`config.mk`:
```
export PLATFORM = sky130hd
export DESIGN_NAME = ifu_refill_ctrl
export DESIGN_NICKNAME = d
export VERILOG_FILES = /design/src/rtl/ifu_pkg.sv /design/src/rtl/ifu_timeout_cnt.sv /design/src/rtl/ifu_refill_ctrl.sv
export SDC_FILE = /design/constraint.sdc
export NUM_CORES = 1
export LEC_CHECK = 0
export BUFFER_PORTS_ARGS = -buffer_cell sky130_fd_sc_hd__buf_2
export CAP_MARGIN = 20
export CORE_AREA = 2 2 283 285
export CTS_CLUSTER_DIAMETER = 100
export DETAILED_ROUTE_END_ITERATION = 7
export DIE_AREA = 0 0 285 287
export SLEW_MARGIN = 15
export SYNTH_ARGS = -nofsm -noshare
export SYNTH_HDL_FRONTEND = slang
export SYNTH_SLANG_ARGS = --single-unit
```
`constraint.sdc`:
```
create_clock -name Clock -period 2.7 [get_ports Clock]
set_input_delay 0.27 -clock Clock [delete_from_list [all_inputs] [get_ports Clock]]
set_output_delay 0.27 -clock Clock [all_outputs]
set_load 0.05 [all_outputs]
```
`src/rtl/ifu_pkg.sv`:
```
// Shared widths, FSM state type and small helpers for the instruction-fetch refill path.
// Latency: n/a (declarations only).
// Backpressure: n/a (declarations only).
package ifu_pkg;

  localparam int ADDR_WIDTH   = 32;
  localparam int LINE_WIDTH   = 128;
  localparam int OFFSET_WIDTH = 4;
  localparam int TAG_WIDTH    = ADDR_WIDTH - OFFSET_WIDTH;

  typedef logic [ADDR_WIDTH-1:0] addr_t;
  typedef logic [LINE_WIDTH-1:0] line_t;
  typedef logic [TAG_WIDTH-1:0]  tag_t;

  typedef enum logic [2:0] {
    IDLE,
    LOOKUP,
    MISS_REQ,
    MISS_WAIT,
    FILL,
    RESP
  } ifu_state_e;

  // Line tag is the address with the in-line byte offset dropped.
  function automatic tag_t addr_to_tag(input addr_t addr);
    return addr[ADDR_WIDTH-1:OFFSET_WIDTH];
  endfunction

  // Statistics counters stick at all-ones instead of wrapping.
  function automatic logic [15:0] sat_inc16(input logic [15:0] v);
    return (v == 16'hFFFF) ? v : v + 16'd1;
  endfunction

endpackage

```
`src/rtl/ifu_timeout_cnt.sv`:
```
// Cycle counter that flags when a memory wait has lasted MAX_CNT cycles.
// Latency: expired is a registered compare; it rises MAX_CNT enabled cycles after clear.
// Backpressure: none; clear wins over enable, count holds at MAX_CNT once expired.
// Ports: clk/rst_n (async active-low), clear (restart from 0), enable (count this cycle),
//        expired (count has reached MAX_CNT).
module ifu_timeout_cnt #(
  parameter int MAX_CNT = 255
) (
  input  logic clk,
  input  logic rst_n,
  input  logic clear,
  input  logic enable,
  output logic expired
);

  localparam int W = (MAX_CNT < 1) ? 1 : $clog2(MAX_CNT + 1);

  logic [W-1:0] cnt_q;
  logic [W-1:0] cnt_d;

  assign expired = (cnt_q == W'(MAX_CNT));

  always_comb begin
    cnt_d = cnt_q;
    if (clear) begin
      cnt_d = '0;
    end else if (enable && !expired) begin
      cnt_d = cnt_q + 1'b1;
    end
  end

  always_ff @(posedge clk or negedge rst_n) begin
    if (!rst_n) begin
      cnt_q <= '0;
    end else begin
      cnt_q <= cnt_d;
    end
  end

endmodule

```
`src/rtl/ifu_refill_ctrl.sv`:
```
// Instruction-fetch refill controller: cache lookup, memory refill on miss, one request in flight.
// Latency: response 2 cycles after request accept on a hit, 2 cycles after the matching memory line on a miss.
// Backpressure: memory request and CPU response are held stable until their ready is seen.
// Ports: Clock/Rst (async active-low); cpu_req*/cpu_rsp* CPU side; cache_lookup*/cache_hitIn/
//        cache_lineIn/cache_fill* cache side; mem_req*/mem_rsp* memory side; hit/miss statistics.
module ifu_refill_ctrl
  import ifu_pkg::*;
#(
  parameter int MEM_TIMEOUT = 255
) (
  input  logic                  Clock,
  input  logic                  Rst,
  input  logic                  cpu_reqValidIn,
  output logic                  cpu_reqReadyOut,
  input  logic [ADDR_WIDTH-1:0] cpu_reqAddrIn,
  output logic                  cpu_rspValidOut,
  input  logic                  cpu_rspReadyIn,
  output logic [ADDR_WIDTH-1:0] cpu_rspAddrOut,
  output logic [LINE_WIDTH-1:0] cpu_rspInsLineOut,
  output logic                  cpu_rspErrOut,
  output logic                  cache_lookupValidOut,
  output logic [ADDR_WIDTH-1:0] cache_lookupAddrOut,
  input  logic                  cache_hitIn,
  input  logic [LINE_WIDTH-1:0] cache_lineIn,
  output logic                  cache_fillValidOut,
  output logic [TAG_WIDTH-1:0]  cache_fillTagOut,
  output logic [LINE_WIDTH-1:0] cache_fillLineOut,
  output logic                  mem_reqTagValidOut,
  input  logic                  mem_reqReadyIn,
  output logic [TAG_WIDTH-1:0]  mem_reqTagOut,
  input  logic                  mem_rspInsLineValidIn,
  input  logic [TAG_WIDTH-1:0]  mem_rspTagIn,
  input  logic [LINE_WIDTH-1:0] mem_rspInsLineIn,
  output logic [15:0]           hitCntOut,
  output logic [15:0]           missCntOut
);

  ifu_state_e  state_q, state_d;
  addr_t       addr_q, addr_d;
  line_t       line_q, line_d;
  logic        err_q, err_d;
  logic [15:0] hit_cnt_q, hit_cnt_d;
  logic [15:0] miss_cnt_q, miss_cnt_d;

  tag_t pend_tag;
  logic tmo_clear;
  logic tmo_expired;
  logic mem_match;

  assign pend_tag  = addr_to_tag(addr_q);
  assign mem_match = mem_rspInsLineValidIn && (mem_rspTagIn == pend_tag);

  ifu_timeout_cnt #(
    .MAX_CNT (MEM_TIMEOUT)
  ) u_timeout_cnt (
    .clk     (Clock),
    .rst_n   (Rst),
    .clear   (tmo_clear),
    .enable  (state_q == MISS_WAIT),
    .expired (tmo_expired)
  );

  always_comb begin
    state_d    = state_q;
    addr_d     = addr_q;
    line_d     = line_q;
    err_d      = err_q;
    hit_cnt_d  = hit_cnt_q;
    miss_cnt_d = miss_cnt_q;
    tmo_clear  = 1'b0;

    case (state_q)
      IDLE: begin
        if (cpu_reqValidIn) begin
          // Clearing the line here leaves a timed-out response with an all-zero line.
          addr_d  = cpu_reqAddrIn;
          line_d  = '0;
          err_d   = 1'b0;
          state_d = LOOKUP;
        end
      end
      LOOKUP: begin
        if (cache_hitIn) begin
          line_d    = cache_lineIn;
          hit_cnt_d = sat_inc16(hit_cnt_q);
          state_d   = RESP;
        end else begin
          miss_cnt_d = sat_inc16(miss_cnt_q);
          state_d    = MISS_REQ;
        end
      end
      MISS_REQ: begin
        if (mem_reqReadyIn) begin
          tmo_clear = 1'b1;
          state_d   = MISS_WAIT;
        end
      end
      MISS_WAIT: begin
        // A matching line arriving in the expiry cycle is still taken.
        if (mem_match) begin
          line_d  = mem_rspInsLineIn;
          state_d = FILL;
        end else if (tmo_expired) begin
          err_d   = 1'b1;
          state_d = RESP;
        end
      end
      FILL: begin
        state_d = RESP;
      end
      RESP: begin
        if (cpu_rspReadyIn) begin
          state_d = IDLE;
        end
      end
      default: begin
        state_d = IDLE;
      end
    endcase
  end

  always_ff @(posedge Clock or negedge Rst) begin
    if (!Rst) begin
      state_q    <= IDLE;
      addr_q     <= '0;
      line_q     <= '0;
      err_q      <= 1'b0;
      hit_cnt_q  <= '0;
      miss_cnt_q <= '0;
    end else begin
      state_q    <= state_d;
      addr_q     <= addr_d;
      line_q     <= line_d;
      err_q      <= err_d;
      hit_cnt_q  <= hit_cnt_d;
      miss_cnt_q <= miss_cnt_d;
    end
  end

  assign cpu_reqReadyOut      = (state_q == IDLE);
  assign cpu_rspValidOut      = (state_q == RESP);
  assign cpu_rspAddrOut       = addr_q;
  assign cpu_rspInsLineOut    = line_q;
  assign cpu_rspErrOut        = (state_q == RESP) && err_q;
  assign cache_lookupValidOut = (state_q == LOOKUP);
  assign cache_lookupAddrOut  = addr_q;
  assign cache_fillValidOut   = (state_q == FILL);
  assign cache_fillTagOut     = pend_tag;
  assign cache_fillLineOut    = line_q;
  assign mem_reqTagValidOut   = (state_q == MISS_REQ);
  assign mem_reqTagOut        = pend_tag;
  assign hitCntOut            = hit_cnt_q;
  assign missCntOut           = miss_cnt_q;

endmodule

```
== Word level (Yosys, flattened, before mapping) ==
Index checks and enable logic that the tools add are counted.

* Bitwise gates (word level): 3
* Muxes and demuxes: 19
* $mul: 0
* Reductions and logical operators: 14
* Shift-type cells: 0
* Magnitude comparators: 0
* Equality and inequality tests: 17
* $add $sub $neg: 3
* Div/mod/pow operators: 0

{| class="wikitable"
|+ Operators by type and width
! operator !! number
|-
| 128-bit 2-to-1 mux || 3
|-
| 128-bit case mux with 3 select lines || 1
|-
| 16-bit by 1-bit adder with 16-bit output (second input constant) || 2
|-
| 16-bit == test (second input constant) || 2
|-
| 28-bit == test || 1
|-
| 3-bit 2-to-1 mux || 6
|-
| 3-bit case mux with 6 select lines || 1
|-
| 8-bit 2-to-1 mux || 2
|-
| 4-bit AND reduction || 3
|-
| 8-bit by 1-bit adder with 8-bit output (second input constant) || 1
|-
| 8-bit == test (second input constant) || 1
|-
| 2-bit inequality test (second input constant) || 4
|-
| 3-bit by 2-bit == test with 1-bit output (second input constant) || 2
|-
| 3-bit == test (second input constant) || 2
|-
| 2-bit by 1-bit inequality test with 1-bit output (second input constant) || 3
|-
| 3-bit AND reduction || 2
|-
| 1-bit 2-to-1 mux || 5
|-
| 2-bit nonzero test || 2
|-
| 3-bit by 1-bit == test with 1-bit output (second input constant) || 1
|-
| 1-bit logical AND || 3
|-
| 3-bit zero test || 1
|-
| 3-bit inequality test (second input constant) || 1
|-
| 1-bit inverter || 3
|-
| 3-bit nonzero test || 1
|-
| other kinds (3) || 3
|}

* Bits in read-only memories: 0
* Bits in latches: 0
* Flip-flop bits (word level): 204
* Memories: 0
* Logic and storage cells: 63
* Bits of input ports: 323
* Output and inout bits: 414
* Memory bits (writable): 0

== Longest topological paths before layout ==
Gate-level depths: netlist of the first run.

* Depth in word-level cells: 5
* Gate-level depth with buffers: 8
* Depth with buffers taken out: 7

== Hierarchy ==
A second synthesis of the first run with hierarchy kept.

* Cells, all modules: 1,590
* Area, all modules: 13,888.3 um^2

{| class="wikitable"
|+ By module, submodules not included
! module !! cells an instance !! times used !! area each (um^2) !! sequential area each (um^2)
|-
| ifu_refill_ctrl || 1,543 || 1 || 13,419.1 || 4,904.7
|-
| ifu_timeout_cnt || 47 || 1 || 469.2 || 200.2
|}

== Worst setup path after synthesis of the first run ==
OpenSTA, ideal clock, no wires.

* Kind: register -> register
* From: register state_q[1]
* To: register line_q[0] (netlist: cache_fillLineOut[0])
* Library setup time: 125 ps
* Arrival time: 3,028 ps
* Setup slack: -453 ps
* Stages on the path, launching flop included: 9
* Period minus slack after synthesis: 3,153 ps
* Required time: 2,575 ps
* Buffers on the path: 4
* Cell sequence: dfrtp_1 bufbuf_16 nor3_1 and2_1 clkbuf_1 o22a_2 buf_12 buf_12 mux2_2

* Cells in the longest elaborated chain, start to end: 3
* Elaborated cells between the ends (all ways): 9
* Those cells by class: eq/ne (5); mux (1); reduce/logical (3)

{| class="wikitable"
|+ Ends and longest elaborated chain
! what !! RTL line !! text
|-
| start: declaration || ifu_refill_ctrl.sv:38 || <nowiki>ifu_state_e state_q, state_d;</nowiki>
|-
| start signal: assignment || ifu_refill_ctrl.sv:131 || <nowiki>state_q <= state_d;</nowiki>
|-
| 3-bit zero test (*) || n/a ||
|-
| named net cpu_reqReadyOut || ifu_refill_ctrl.sv:14 || <nowiki>output logic cpu_reqReadyOut,</nowiki>
|-
| 2-bit inequality test (no line) / 3-bit nonzero test (equally long branches) || n/a ||
|-
| 4-bit AND reduction (no line) || n/a ||
|-
| end signal: assignment || ifu_refill_ctrl.sv:133 || <nowiki>line_q <= line_d;</nowiki>
|-
| end: declaration || ifu_refill_ctrl.sv:40 || <nowiki>line_t line_q, line_d;</nowiki>
|}

The timed path passes the listed nets; every way through them passes the cells marked *.
A chain may end at the register's enable or synchronous reset.

== Final worst setup path of the first run ==
* From: register addr_q[23] (netlist: cache_lookupAddrOut[23])
* To: register line_q[29] (netlist: cache_fillLineOut[29])

* Cells in the longest elaborated chain, start to end: 4

{| class="wikitable"
|+ Ends and longest elaborated chain
! what !! RTL line !! text
|-
| start: declaration || ifu_refill_ctrl.sv:39 || <nowiki>addr_t addr_q, addr_d;</nowiki>
|-
| start signal: assignment || ifu_refill_ctrl.sv:132 || <nowiki>addr_q <= addr_d;</nowiki>
|-
| 28-bit == test || ifu_refill_ctrl.sv:51 || <nowiki>assign mem_match = mem_rspInsLineValidIn && (mem_rspTagIn == pend_tag);</nowiki>
|-
| 1-bit logical AND || ifu_refill_ctrl.sv:51 ||
|-
| 2-bit inequality test (no line) || n/a ||
|-
| 4-bit AND reduction (no line) || n/a ||
|}

Every way passes these cells.

==> impl_metrics.json, run 1 <==
{
  "grt_pass1_wl_um": 57100,
  "ctsHtreeMaxLevel": 1,
  "ir_worst_vdd_mv": 1.67,
  "die_y_um": 287,
  "core_mm2": 0.0786,
  "die_x_um": 285,
  "swShare_pct": 55.5,
  "grt-ovfl-total": 0,
  "power_density_mw_per_mm2": 1510,
  "num_vias": 9858,
  "yosys_warnings": 0,
  "slew_viol_final": 0,
  "viasPerCell": 3.58,
  "antenna_found_initial": 7,
  "final_hold_viol_count": 0,
  "syn_area_per_cell_um2": 11.2,
  "ios": 737,
  "cts-root-buf": "clkbuf_16",
  "fin_crit_sh_pct": 98.6,
  "drtAntennaViolNets": 0,
  "critPathMaxFanout": 11,
  "slowest_delay_ns": 0.41,
  "maxCapViolCount": 0,
  "final_area_mm2": 0.0171,
  "status": "finished clean",
  "grt_pass1_vias": 9501,
  "first_iter_violations": 306,
  "syn-cell-area_mm2": 0.0121,
  "synth_cells": 1084,
  "synth_ff_type": "dfrtp_1",
  "path_clk_slew_ns": 0.06,
  "pwr-share-clk_pct": 13.8,
  "io_buffers": 736,
  "clk_path_buf_depth": 3,
  "die_area_mm2": 0.0818,
  "ys_seq_elements": 204,
  "post-route-util_pct": 21.8,
  "pwr-share-comb_pct": 66.1,
  "numCtsBuffers": 26,
  "required_ns": 3.13,
  "grt_max_degree": 99,
  "rsz0062_at_grt": "true",
  "route.detailed.drc": 0,
  "critPathSlowestCell": "nor4_4",
  "hp-class": "in -> reg",
  "p_switching_w": 0.0143,
  "fmax_ghz": 0.376,
  "wl_um": 40700,
  "pwr-share-seq_pct": 20.1,
  "cp-end-kind": "flop",
  "rows": 103,
  "crit_arrival_ns": 3.09,
  "dr.pass1.iters": 4,
  "power.internal_w": 0.0115,
  "post_dp_cell_area_mm2": 0.0155,
  "finalWeightedCongestion": 0.880,
  "layout_common_cells": "buf_2, dfrtp_1, nor2_1",
  "period_needed_ns": 2.66,
  "final_common_cell": "buf_2",
  "fin_nets": 2007,
  "synth_edf_count": 0,
  "startpoint_type": "flop",
  "cts_tree": "done",
  "ys_types": 42,
  "setup_viol": 0,
  "initial_core_util_pct": 15.4,
  "synth_nets": 1410,
  "relSlewSlack_pct": 41.1,
  "fin_skew_ns": 0.0167,
  "synth-async-reset-ratio_pct": 100,
  "ys_seq_area_share_pct": 42.2,
  "track_usage_pct": 8.95,
  "area_growth_pct": 41.3,
  "power.leakage_nw": 8.93,
  "filler_cell_count": 8622,
  "drive_above_1_share_pct": 59.9,
  "hpwl_um": 31500,
  "clk_latency_ns": 0.56,
  "path_cells": "xor2_1 > nor4_2 > nand4_1 > nor4_4 > o22a_4 > buf_12 > clkbuf_16 > mux2_2",
  "clock-sinks": 204,
  "worstSetupPathType": "reg -> reg",
  "wire_per_inst_um": 14.8,
  "tightest_slew_ns": 0.884
}
[Yosys cell counts, types with 13 or more instances]
cell type | count | area (um2)
buf_12 | 13 | 260
buf_2 | 15 | 75.1
buf_4 | 216 | 1620
clkbuf_1 | 21 | 78.8
dfrtp_1 | 204 | 5100
mux2_2 | 151 | 1700
mux2i_1 | 129 | 1290
nand2_1 | 20 | 75.1
nand4_1 | 21 | 131
nor2_1 | 146 | 548
xnor2_1 | 30 | 263
xor2_1 | 31 | 272
[path summary, 6_finish.rpt]
check	start	endpoint	cells after the start	slack [ns]
worst max-delay path	cache_lookupAddrOut[23]$_DFFE_PN0P_	cache_fillLineOut[29]$_DFFE_PN0P_	8	0.04
worst min-delay path	cache_lineIn[123]	cache_fillLineOut[123]$_DFFE_PN0P_	4	0.08
worst max register to register	cache_lookupAddrOut[23]$_DFFE_PN0P_	cache_fillLineOut[29]$_DFFE_PN0P_	8	0.04
worst min register to register	missCntOut[15]$_DFFE_PN0P_	missCntOut[15]$_DFFE_PN0P_	1	0.49
max in group asynchronous	Rst	cache_fillLineOut[34]$_DFFE_PN0P_	3	1.70
min in group asynchronous	Rst	cache_lookupAddrOut[19]$_DFFE_PN0P_	2	0.28
[state kept, by name, summed over array words and instances (netlist names)]
register and cells:
cache_fillLineOut 128, cache_lookupAddrOut 32, state_q 3, missCntOut 16
err_q 1, u_timeout_cnt.cnt_q 8, hitCntOut 16
[layer usage]
| metal | vias to the layer above | global-route usage [%] | wire, um |
|---|---|---|---|
| li1 | 4652 | - | - |
| met1 | 4702 | 10.9 | 16100 |
| met2 | 434 | 14.8 | 19400 |
| met3 | 66 | 2.45 | 3760 |
| met4 | 4 | 3.82 | 1480 |
| met5 | - | 0 | 18 |
[power groups by stage]
stage	clock network (W)	registers (W)	logic, W
final	0.00357	0.00519	0.0171
after global routing	0.00386	0.00534	0.0178
after CTS	0.00375	0.00520	0.0165
after detailed placement	0	0.00524	0.0164
after global placement	0	0.00520	0.0164
after floorplan	0	0.00818	0.0113
[critical path: cells and delay by family (launching register included)]
kind / cells / cell delay [ns]
and+or+nand+nor: 3 / 1.01
DFF: 1 / 0.40
buffers and inverters: 2 / 0.37
muxes: 1 / 0.32
AOI/OAI and AO/OA: 1 / 0.26
xor gates and xnor gates: 1 / 0.16
[cells by family after synthesis]
| logic type | share of synthesized area, % |
|---|---|
| simple gates | 8.80 |
| buf+inv | 17.4 |
| mux | 26.0 |
| xor+xnor | 4.41 |
| compound gates | 0.920 |
| fa+ha+maj | 0.310 |
| flops | 42.2 |
[final cells by class]
class                   count  area (um2)  area share [%]
clock inverters             5         104           0.607
inverters                   5        18.8           0.110
flip-flops and latches    204        5110            29.9
repair buffers            838        4780            27.9
clock buffers              39         771            4.51
diodes                      3        7.51          0.0439
multi-input cells         606        5000            29.2
well taps                1050        1310            7.68
[metrics by stage]
stage / instances / TNS, ns / total power, W / hold WS (ns) / setup slack [ns]
final: 2750 / 0 / 0.0258 / 0.0792 / 0.0383
after global routing: 2750 / -1.40 / 0.0270 / 0.0645 / -0.0408
after CTS: 2733 / 0 / 0.0255 / 0.0136 / 0.0140
after global placement: 2654 / -2.12 / 0.0216 / 0.278 / -0.0647
after floorplan: 1084 / 0 / 0.0195 / -0.0256 / 0.0270
after detailed placement: 2654 / -1.70 / 0.0217 / 0.281 / -0.0669
[repair_timing]
item	in CTS	in global routing
gates cloned	0	2
hold buffers	35	0
pin swaps	0	8
buffers inserted	0	13
setup endpoints to repair	84	74
gates resized for setup	2	38
hold endpoints to repair	92	0
No activity file was read; power rests on OpenSTA's default activity.
==> inputs of run 2 (changes only) <==
--- a/config.mk
+++ b/config.mk
@@ -7,10 +7,13 @@
 export LEC_CHECK = 0
 export BUFFER_PORTS_ARGS = -buffer_cell sky130_fd_sc_hd__buf_2
 export CAP_MARGIN = 20
-export CORE_AREA = 2 2 283 285
+export CELL_PAD_IN_SITES_DETAIL_PLACEMENT = 0
+export CELL_PAD_IN_SITES_GLOBAL_PLACEMENT = 1
+export CORE_AREA = 2 2 289 291
 export CTS_CLUSTER_DIAMETER = 100
 export DETAILED_ROUTE_END_ITERATION = 7
-export DIE_AREA = 0 0 285 287
+export DIE_AREA = 0 0 291 293
+export PLACE_DENSITY_LB_ADDON = 0.1
 export SLEW_MARGIN = 15
 export SYNTH_ARGS = -nofsm -noshare
 export SYNTH_HDL_FRONTEND = slang
==> run 2 against run 1 <==
Compared with the run above: via count is 0.79% lower; non-clock buffer count shrank 17; power increased by 1.3%; final area decreased by 0.48%; worst hold slack worse by 0.023 ns; sequential share of layout area rose by 0.14 points; sequential power rose by 3%; critical endpoint is now cache_fillLineOut[15]$_DFFE_PN0P_; largest power group unchanged; highest routed layer unchanged.
==> impl_metrics.json, run 2 (synthesized netlist as in run 1, its figures left out) <==
{
  "slowest_delay_ns": 0.40,
  "post-route-util_pct": 20.8,
  "tightest_slew_ns": 0.611,
  "core_mm2": 0.0818,
  "maxCapViolCount": 0,
  "rsz0062_at_grt": "false",
  "ctsHtreeMaxLevel": 1,
  "ir_worst_vdd_mv": 0.896,
  "fin_crit_sh_pct": 95.1,
  "io_buffers": 736,
  "fin_nets": 1994,
  "startpoint_type": "flop",
  "fin_skew_ns": 0.0414,
  "relSlewSlack_pct": 59.3,
  "post_dp_cell_area_mm2": 0.0155,
  "viasPerCell": 3.55,
  "grt-ovfl-total": 0,
  "area_growth_pct": 40.6,
  "setup_viol": 0,
  "layout_common_cells": "buf_2, dfrtp_1, mux2_2",
  "power.leakage_nw": 8.85,
  "status": "finished clean",
  "clk_latency_ns": 0.58,
  "finalWeightedCongestion": 0.724,
  "required_ns": 3.13,
  "first_iter_violations": 277,
  "filler_cell_count": 9122,
  "setup_tns_ns": 0,
  "critPathSlowestCell": "nor4_4",
  "track_usage_pct": 11.2,
  "place_inst": 2663,
  "critPathMaxFanout": 19,
  "path_cells": "xor2_1 > nor4_1 > nand3_1 > nor4_4 > o22a_4 > buf_12 > buf_12 > buf_12 > mux2_2",
  "crit_top_cell": "buf_12",
  "power_density_mw_per_mm2": 1540,
  "die_area_mm2": 0.0853,
  "clock-sinks": 204,
  "dr.pass1.iters": 4,
  "largest_register_ffs": 128,
  "numCtsBuffers": 30,
  "final_common_cell": "buf_2",
  "hold_slack_ns": 0.0559,
  "slew_viol_final": 0,
  "antenna_found_initial": 5,
  "grt_pass1_wl_um": 71300,
  "route.detailed.drc": 0,
  "rows": 105,
  "clk_path_buf_depth": 3,
  "path_clk_slew_ns": 0.06,
  "crit_arrival_ns": 3.00,
  "period_needed_ns": 2.57,
  "hp-class": "in -> reg",
  "final_area_mm2": 0.0170,
  "drtAntennaViolNets": 0,
  "initial_core_util_pct": 14.8,
  "ios": 737,
  "grt_max_degree": 81,
  "fin_cells": 2758,
  "cts-root-buf": "clkbuf_16",
  "die_x_um": 291,
  "die_y_um": 293,
  "wl_um": 51100,
  "diodes": 0,
  "wire_per_inst_um": 18.5,
  "cp-end-kind": "flop",
  "rr_worst_depth": 9,
  "final_hold_viol_count": 0,
  "drive_above_1_share_pct": 59.6,
  "hpwl_um": 40300,
  "worstSetupPathType": "reg -> reg",
  "grt_pass1_vias": 9984,
  "cts_tree": "done",
  "min_delay_path_depth": 4,
  "num_vias": 9780,
  "fmax_ghz": 0.390
}
[run 2: cell types whose count changed in the layout (fill, tap and decap cells not counted), sizes merged]
cell / delta
clkinvlp: +1
diode: -3
buf: -15
clkbuf: +2
clkinv: +3
[run 2: layout make-up]
type	instances	area, um2	share of cell area (%)
clock buffer	43	861	5.06
sequential	204	5110	30.0
timing repair buffer	821	4630	27.2
clock inverter	9	126	0.742
inverter	5	18.8	0.110
multi-input combinational	606	4930	29.0
tap	1070	1340	7.87
[run 2: routing by layer]
metal | wire, um | GRT usage (%)
met1 | 21100 | 13.7
met2 | 26200 | 20.0
met3 | 2650 | 2.38
met4 | 1060 | 2.64
met5 | 62 | 0
[run 2: path summary, 6_finish.rpt]
check	slack, ns	start	end
setup / recovery	0.13	cache_lookupAddrOut[24]$_DFFE_PN0P_	cache_fillLineOut[15]$_DFFE_PN0P_
hold / removal	0.06	mem_rspInsLineIn[86]	cache_fillLineOut[86]$_DFFE_PN0P_
setup reg to reg	0.13	cache_lookupAddrOut[24]$_DFFE_PN0P_	cache_fillLineOut[15]$_DFFE_PN0P_
hold reg to reg	0.50	hitCntOut[5]$_DFFE_PN0P_	hitCntOut[5]$_DFFE_PN0P_
max in group asynchronous	1.69	Rst	cache_lookupAddrOut[16]$_DFFE_PN0P_
min in group asynchronous	0.23	Rst	hitCntOut[9]$_DFFE_PN0P_
[run 2: through the flow]
stage	total power [W]	setup WS (ns)
floorplan	0.0195	0.0270
finish	0.0262	0.133
global placement	0.0221	0.153
global route	0.0275	0.000738
detailed placement	0.0221	0.0292
CTS	0.0264	0.0452
[run 2: critical path, delay by kind of cell (launching register included)]
kind            cells  cell delay, ns
flops               1            0.38
buf+inv             3            0.40
xor+xnor            1            0.16
mux                 1            0.35
compound gates      1            0.21
simple gates        3            0.91
[run 2: power by group]
part / leakage [nW] / switching (W) / internal (W)
Clock: 0.483 / 0.00153 / 0.00247
Sequential: 2.65 / 0.00126 / 0.00411
Combinational: 5.72 / 0.0119 / 0.00486
[run 2: what timing repair did]
item	CTS	global route
hold buffers	35	0
gates resized for setup	0	15
hold endpoints to repair	88	0
buffers inserted	0	8
endpoints found under the setup margin	0	100
